## src/rtl/mem_ctrl_multiport.sv

```systemverilog
// rtl/mem_ctrl_multiport.sv - byte-maskable 1W/R-read register file with clear sequencer and write-first bypass
module mem_ctrl_multiport #(
  parameter int N = 32,
  parameter int M = 5,
  parameter int R = 2
) (
  input  logic             clk,
  input  logic             reset_n,
  input  logic             clear,
  output logic             busy,
  input  logic             wr_en,
  input  logic [M-1:0]     wr_addr,
  input  logic [N-1:0]     wr_data,
  input  logic [N/8-1:0]   wr_be,
  input  logic [R-1:0]     rd_en,
  input  logic [R*M-1:0]   rd_addr,
  output logic [R*N-1:0]   rd_data,
  output logic [R-1:0]     rd_valid
);

  localparam int B     = N / 8;
  localparam int DEPTH = 1 << M;

  typedef enum logic {CLEAR, IDLE} state_t;

  state_t         state, next_state;
  logic [M-1:0]   clr_cnt;
  logic [N-1:0]   mem [DEPTH];
  logic [N-1:0]   rd_word [R];
  logic           wr_act;

  assign wr_act = (state == IDLE) && wr_en;

  always_ff @(posedge clk or negedge reset_n) begin
    if (!reset_n) begin
      state   <= CLEAR;
      busy    <= 1'b1;
      clr_cnt <= '0;
    end else begin
      state <= next_state;
      busy  <= (next_state == CLEAR);
      // Held at zero outside CLEAR so every sequence starts at address 0.
      if (state == CLEAR) clr_cnt <= clr_cnt + M'(1);
      else                clr_cnt <= '0;
    end
  end

  always_comb begin
    next_state = state;
    case (state)
      CLEAR:   if (clr_cnt == {M{1'b1}}) next_state = IDLE;
      IDLE:    if (clear) next_state = CLEAR;
      default: next_state = CLEAR;
    endcase
  end

  // No reset on the array so it can map onto RAM; only the sequencer zeroes it.
  always_ff @(posedge clk) begin
    if (state == CLEAR) begin
      if (reset_n) mem[clr_cnt] <= '0;
    end else if (wr_en) begin
      for (int b = 0; b < B; b++) begin
        if (wr_be[b]) mem[wr_addr][8*b +: 8] <= wr_data[8*b +: 8];
      end
    end
  end

  // Write-first: enabled bytes of a same-address write override the stored word.
  always_comb begin
    for (int i = 0; i < R; i++) begin
      rd_word[i] = mem[rd_addr[i*M +: M]];
      for (int b = 0; b < B; b++) begin
        if (wr_act && wr_be[b] && (wr_addr == rd_addr[i*M +: M]))
          rd_word[i][8*b +: 8] = wr_data[8*b +: 8];
      end
    end
  end

  always_ff @(posedge clk or negedge reset_n) begin
    if (!reset_n) begin
      rd_valid <= '0;
      rd_data  <= '0;
    end else begin
      for (int i = 0; i < R; i++) begin
        rd_valid[i] <= (state == IDLE) && rd_en[i];
        if ((state == IDLE) && rd_en[i]) rd_data[i*N +: N] <= rd_word[i];
      end
    end
  end

endmodule
```

## config.mk

```make
export PLATFORM = sky130hd
export DESIGN_NAME = mem_ctrl_multiport
export DESIGN_NICKNAME = d
export VERILOG_FILES = /design/src/rtl/mem_ctrl_multiport.sv
export SDC_FILE = /design/constraint.sdc
export NUM_CORES = 2
export LEC_CHECK = 0
export CORE_ASPECT_RATIO = 1.75
export CORE_MARGIN = 8
export CORE_UTILIZATION = 60
export CTS_CLUSTER_DIAMETER = 40
export DETAILED_ROUTE_END_ITERATION = 8
export PLACE_DENSITY_LB_ADDON = 0.15
export REMOVE_ABC_BUFFERS = 1
export SYNTH_ARGS = -nofsm -noshare
export SYNTH_HDL_FRONTEND = slang
export SYNTH_SLANG_ARGS = --single-unit
```

## constraint.sdc

```tcl
create_clock -name clk -period 6.94 [get_ports clk]
set_input_delay 1.041 -clock clk [delete_from_list [all_inputs] [get_ports clk]]
set_output_delay 1.041 -clock clk [all_outputs]
set_load 0.1 [all_outputs]
```

[Word-level counts from Yosys, hierarchy flattened]
Memory sizes are Yosys's and may differ from the RTL's. A register that Yosys moved wholly into a read port is not among the register bits.
Cells that the tools add are included.
Word-level totals
  RAM bits: 1024
  memories: 1
  bits of input ports: 57
  logic and storage cells: 40
  output and inout bits: 67
  register bits after elaboration: 9
Memories
  mem: words 32, width 32, rd ports 2, clocked after memory_dff 2, write ports 1, line 28  | logic [N-1:0] mem [DEPTH];
Cells by class
  mux-type cells: 26
  bitwise gates (word level): 2
  reductions and logical operators: 5
  add/subtract/negate cells: 1
  equality and inequality tests: 1
Operators by type and width (number)
  2-to-1 mux 32 bit: 1
  OR reduction 32 bit: 1
  2-to-1 mux 1 bit: 21
  2-to-1 mux 5 bit: 2
  adder 5 x 1 -> 5 bit, second input constant: 1
  == test 5 bit, second input constant: 1
  2-to-1 mux 4 bit: 1
  logical AND 1 bit: 2
  logical NOT 1 bit: 2
  inverter 1 bit: 2
  case mux 1 bit (2 select lines): 1

[Logic depth before layout (Yosys ltp)]
  depth in word-level cells: 6
  gate-level depth with buffers: 9

[Worst setup path before layout]
OpenSTA, ideal clock, no wires.
  path kind: input -> register
  from: input port wr_be[2]
  to: memory mem[24][0] (enable)
  arrival time: 2.975 ns
  library setup time: 0.383 ns
  path slack: 3.581 ns
  cell stages on the path: 6
  required time: 6.557 ns
  path through: nor4_1 > nor2_1 > clkbuf_1 > clkbuf_1 > o31a_1 > nor3_1
On the way
  longest elaborated chain between the ends: 6
RTL lines
  from (decl): line 14  | input logic [N/8-1:0] wr_be,
  2-to-1 mux 1 bit *: line 63  | if (wr_be[b]) mem[wr_addr][8*b +: 8] <= wr_data[8*b +: 8];
  2-to-1 mux 1 bit *: line 61  | end else if (wr_en) begin
  2-to-1 mux 1 bit *: line 59  | if (state == CLEAR) begin
  2-to-1 mux 1 bit (implied by the code) *: line 63
  OR reduction 32 bit (no line) *
  2-to-1 mux 5 bit (no line) / 2-to-1 mux 4 bit (equally long branches)
  to (decl): line 28
Every way passes the cells marked *; elsewhere a longest branch is shown, timed or not.

[Worst setup path in the final report]
  from: input port wr_be[2]
  to: memory mem[4][23] (enable)
On the way
  longest elaborated chain between the ends: 6
RTL lines (line)
  2-to-1 mux 1 bit *: 63
  2-to-1 mux 1 bit *: 61
  2-to-1 mux 1 bit *: 59
  2-to-1 mux 1 bit (implied by the code) *: 63
  OR reduction 32 bit (no line)
  2-to-1 mux 5 bit (no line) / 2-to-1 mux 4 bit (equally long branches)
Marked as above.

==> results.ini <==
[sta]
fin_skew_ns = 0.0167
tightest_slew_ns = 1.33
min_period_ns = 4.07
period_share_pct = 58.6
setup_viol = 0
slew_headroom_pct = 10.9
hold_viol_final = 0
hold_slack_ns = 0.200
fmax_mhz = 246
drv_slew = 0
fin_setup_tns_ns = 0
rsz0062_at_grt = no

[logic_synthesis]
yosys.area.top_type_share_pct = 59.9
synth-async-reset-ratio_pct = 6.65
ys_top_cells_by_area = edfxtp_1, mux4_2, dfrtp_1, mux2i_1, nor2_1
syn_inst = 2525
synth_top_flop_cell = edfxtp_1
synth-seq-cells = 1097
synth_area_leader_cell = edfxtp_1
ys_warn_count = 0
ys_types = 49
synth_area_um2 = 51300
synth.avg_cell_area_um2 = 20.3
synth_edf_count = 1024
ys_seq_area_share_pct = 63.5

[global_route]
grt_usage_pct = 30.3
first_global_vias = 29600
grt_max_degree = 144
grt_pass1_wl_um = 206000
antenna_found_initial = 4
gr-total-overflow = 0

[worst_setup_path]
r2r_end = mem[4][23]
crit_end = mem[4][23]
crit_top_cell = buf_4
max_stage_delay_ns = 1.05
cp_top_family = buffers and inverters
critPathKind = input pin to flip-flop
cp_num_cells = 8
worstRegToRegCells = 7
worstPathMaxFanout = 45
crit_path_start_kind = input pin
cp.arrival_ns = 4.41
worstSetupStartpoint = wr_be[2]
r2r_slack_ns = 3.25
timing.rr.start = state
critPathBufInv = 3
required_ns = 7.28
path_cells = clkdlybuf4s50_1 > nor4_1 > buf_4 > nor2_4 > buf_4 > nor4b_1 > a31oi_2 > nor2_1
slowest_stage = a31oi_2
endpoint_kind = flip-flop

[run_status]
outcome = finished clean

[detailed_routing]
wl_met1_um = 45600
routed_via_density = 7.30
wl_met3_um = 10200
drc = 0
vias = 27700
drtAntennaViolNets = 0
wirelength_um = 142000
drt_iter0_drc = 2826
wl_per_cell_um = 37.4
dr_wl_met2_um = 75300
top_layer_used = met4
dr.pass1.iters = 5

[cells_and_area]
area_delta_synth_final_pct = 11.7
final_common_cell = edfxtp_1
fin_nets = 2685
utilization_pct = 67.2
drive_gt1_share_pct = 32.8
layout_common_cells = edfxtp_1, mux4_2, mux2i_1
fin_area_um2 = 57400

[min_path]
min_path_type = input pin to async pin

[die]
die_x_um = 237
die_area_um2 = 95500
initial_core_util_pct = 60.2
fp.dieH_um = 403
rows = 142
num_io_pins = 124
fp.coreArea_um2 = 85300

[clock_tree]
post_cts_buffers = 0
cts_buffers = 108
worstSkewPairLatency_ns = 0.71
htreeDepth = 3
clock-sinks = 1097
cts_hold_buffers = 0
clk_path_buf_depth = 3
cts_resized = 0
clockRootBuffer = clkbuf_16
cts_tree = yes
clkTransAtPathRegs_ns = 0.06

[pwr]
p_int_mw = 12.3
power_frac_seq_pct = 44.4
comb_power_share_pct = 22.9
powerDensity_nw_per_um2 = 318
power_frac_clock_pct = 32.7
p_sw_mw = 5.87
swShare_pct = 32.3
leakage_nw = 18.9
peakVddDrop_uv = 329

[placement]
routabilityCongestion = 0.858
postPlaceCellArea_um2 = 53800
dp_hpwl_um = 95500
numPortBuffers = 123

[job]
cap_violations = 0

-- metal layers --
metal / global-route usage (%) / up-vias
met1: 34.6 / 14700
met3: 4.28 / 432
met4: 20.7 / 0
met5: 0 / -
li1: - / 11100
met2: 52.6 / 1541
-- Yosys cell counts, types with 4 or more instances --
library cell  number
inv_1             38
buf_1             24
nor4_1             5
xnor2_1           12
mux4_2           608
a31oi_1            7
nand2_1          101
clkbuf_1         107
edfxtp_1        1024
a221o_1           32
dfrtp_1           72
xor2_1             6
or2_2              5
buf_2             63
a21oi_1            5
nor3_1            49
nor2b_1            9
nor4_4             4
nor3_4             4
nor2_1           118
mux2i_1          160
nand3_1            4
o221ai_1          32
-- sequential cells by signal (all words and copies together) (netlist names) --
signal and cells:
clr_cnt 5, busy 1, mem 1024, state 1, rd_data 64, rd_valid 2
-- worst min path at each step --
stage	slack, ns	from	endpoint	depth (start not counted)
3_3_place_gp	0.47	rd_data[51]	rd_data[51]	2
3_5_place_dp	0.47	rd_data[51]	rd_data[51]	2
6_report	0.20	reset_n	clr_cnt[3]	1
2_1_floorplan	0.56	clr_cnt[0]	clr_cnt[0]	1
4_1_cts	0.17	reset_n	clr_cnt[4]	1
5_1_grt	0.20	reset_n	clr_cnt[0]	1
-- cell families after synthesis --
kind of cell | synth area share, %
and+or+nand+nor | 2.89
muxes | 29.8
AOI/OAI and AO/OA | 1.56
xor gates and xnor gates | 0.307
adders and majority gates | 0.0488
buffers and inverters | 1.87
DFF | 63.5
-- through the flow --
stage          instances  power (mW)  setup slack [ns]
4_1_cts             3793        18.2              3.03
3_3_place_gp        3596        12.3              2.25
5_1_grt             3793        18.6              2.81
2_1_floorplan       2330        10.8              2.35
3_5_place_dp        3596        12.4              2.29
6_report            3797        18.2              2.87
-- final cells by class --
type                    count  area, um^2
inverters                  39         146
flip-flops and latches   1097       32600
clock buffers             118        2760
clock inverters            79         830
repair buffers            186        1820
multi-input cells        1194       17900
fillers                  5453       27900
diodes                      4        10.0
well taps                1080        1350
-- power groups by stage --
stage / clock (mW) / combinational, mW / sequential (mW)
2_1_floorplan: 0 / 1.36 / 9.48
3_3_place_gp: 0 / 4.11 / 8.18
3_5_place_dp: 0 / 4.15 / 8.22
4_1_cts: 6.01 / 4.17 / 8.08
5_1_grt: 6.22 / 4.29 / 8.12
6_report: 5.96 / 4.17 / 8.08
-- worst reg2reg max path, stage by stage, from the launching register on --
cell,delay (ns)
dfrtp_1,0.33
buf_4,0.22
nand2_1,0.17
nor2_4,0.18
buf_4,0.71
nor4b_1,0.15
a31oi_2,1.05
nor2_1,0.50
Note: power is estimated with default switching activity, not from simulation.
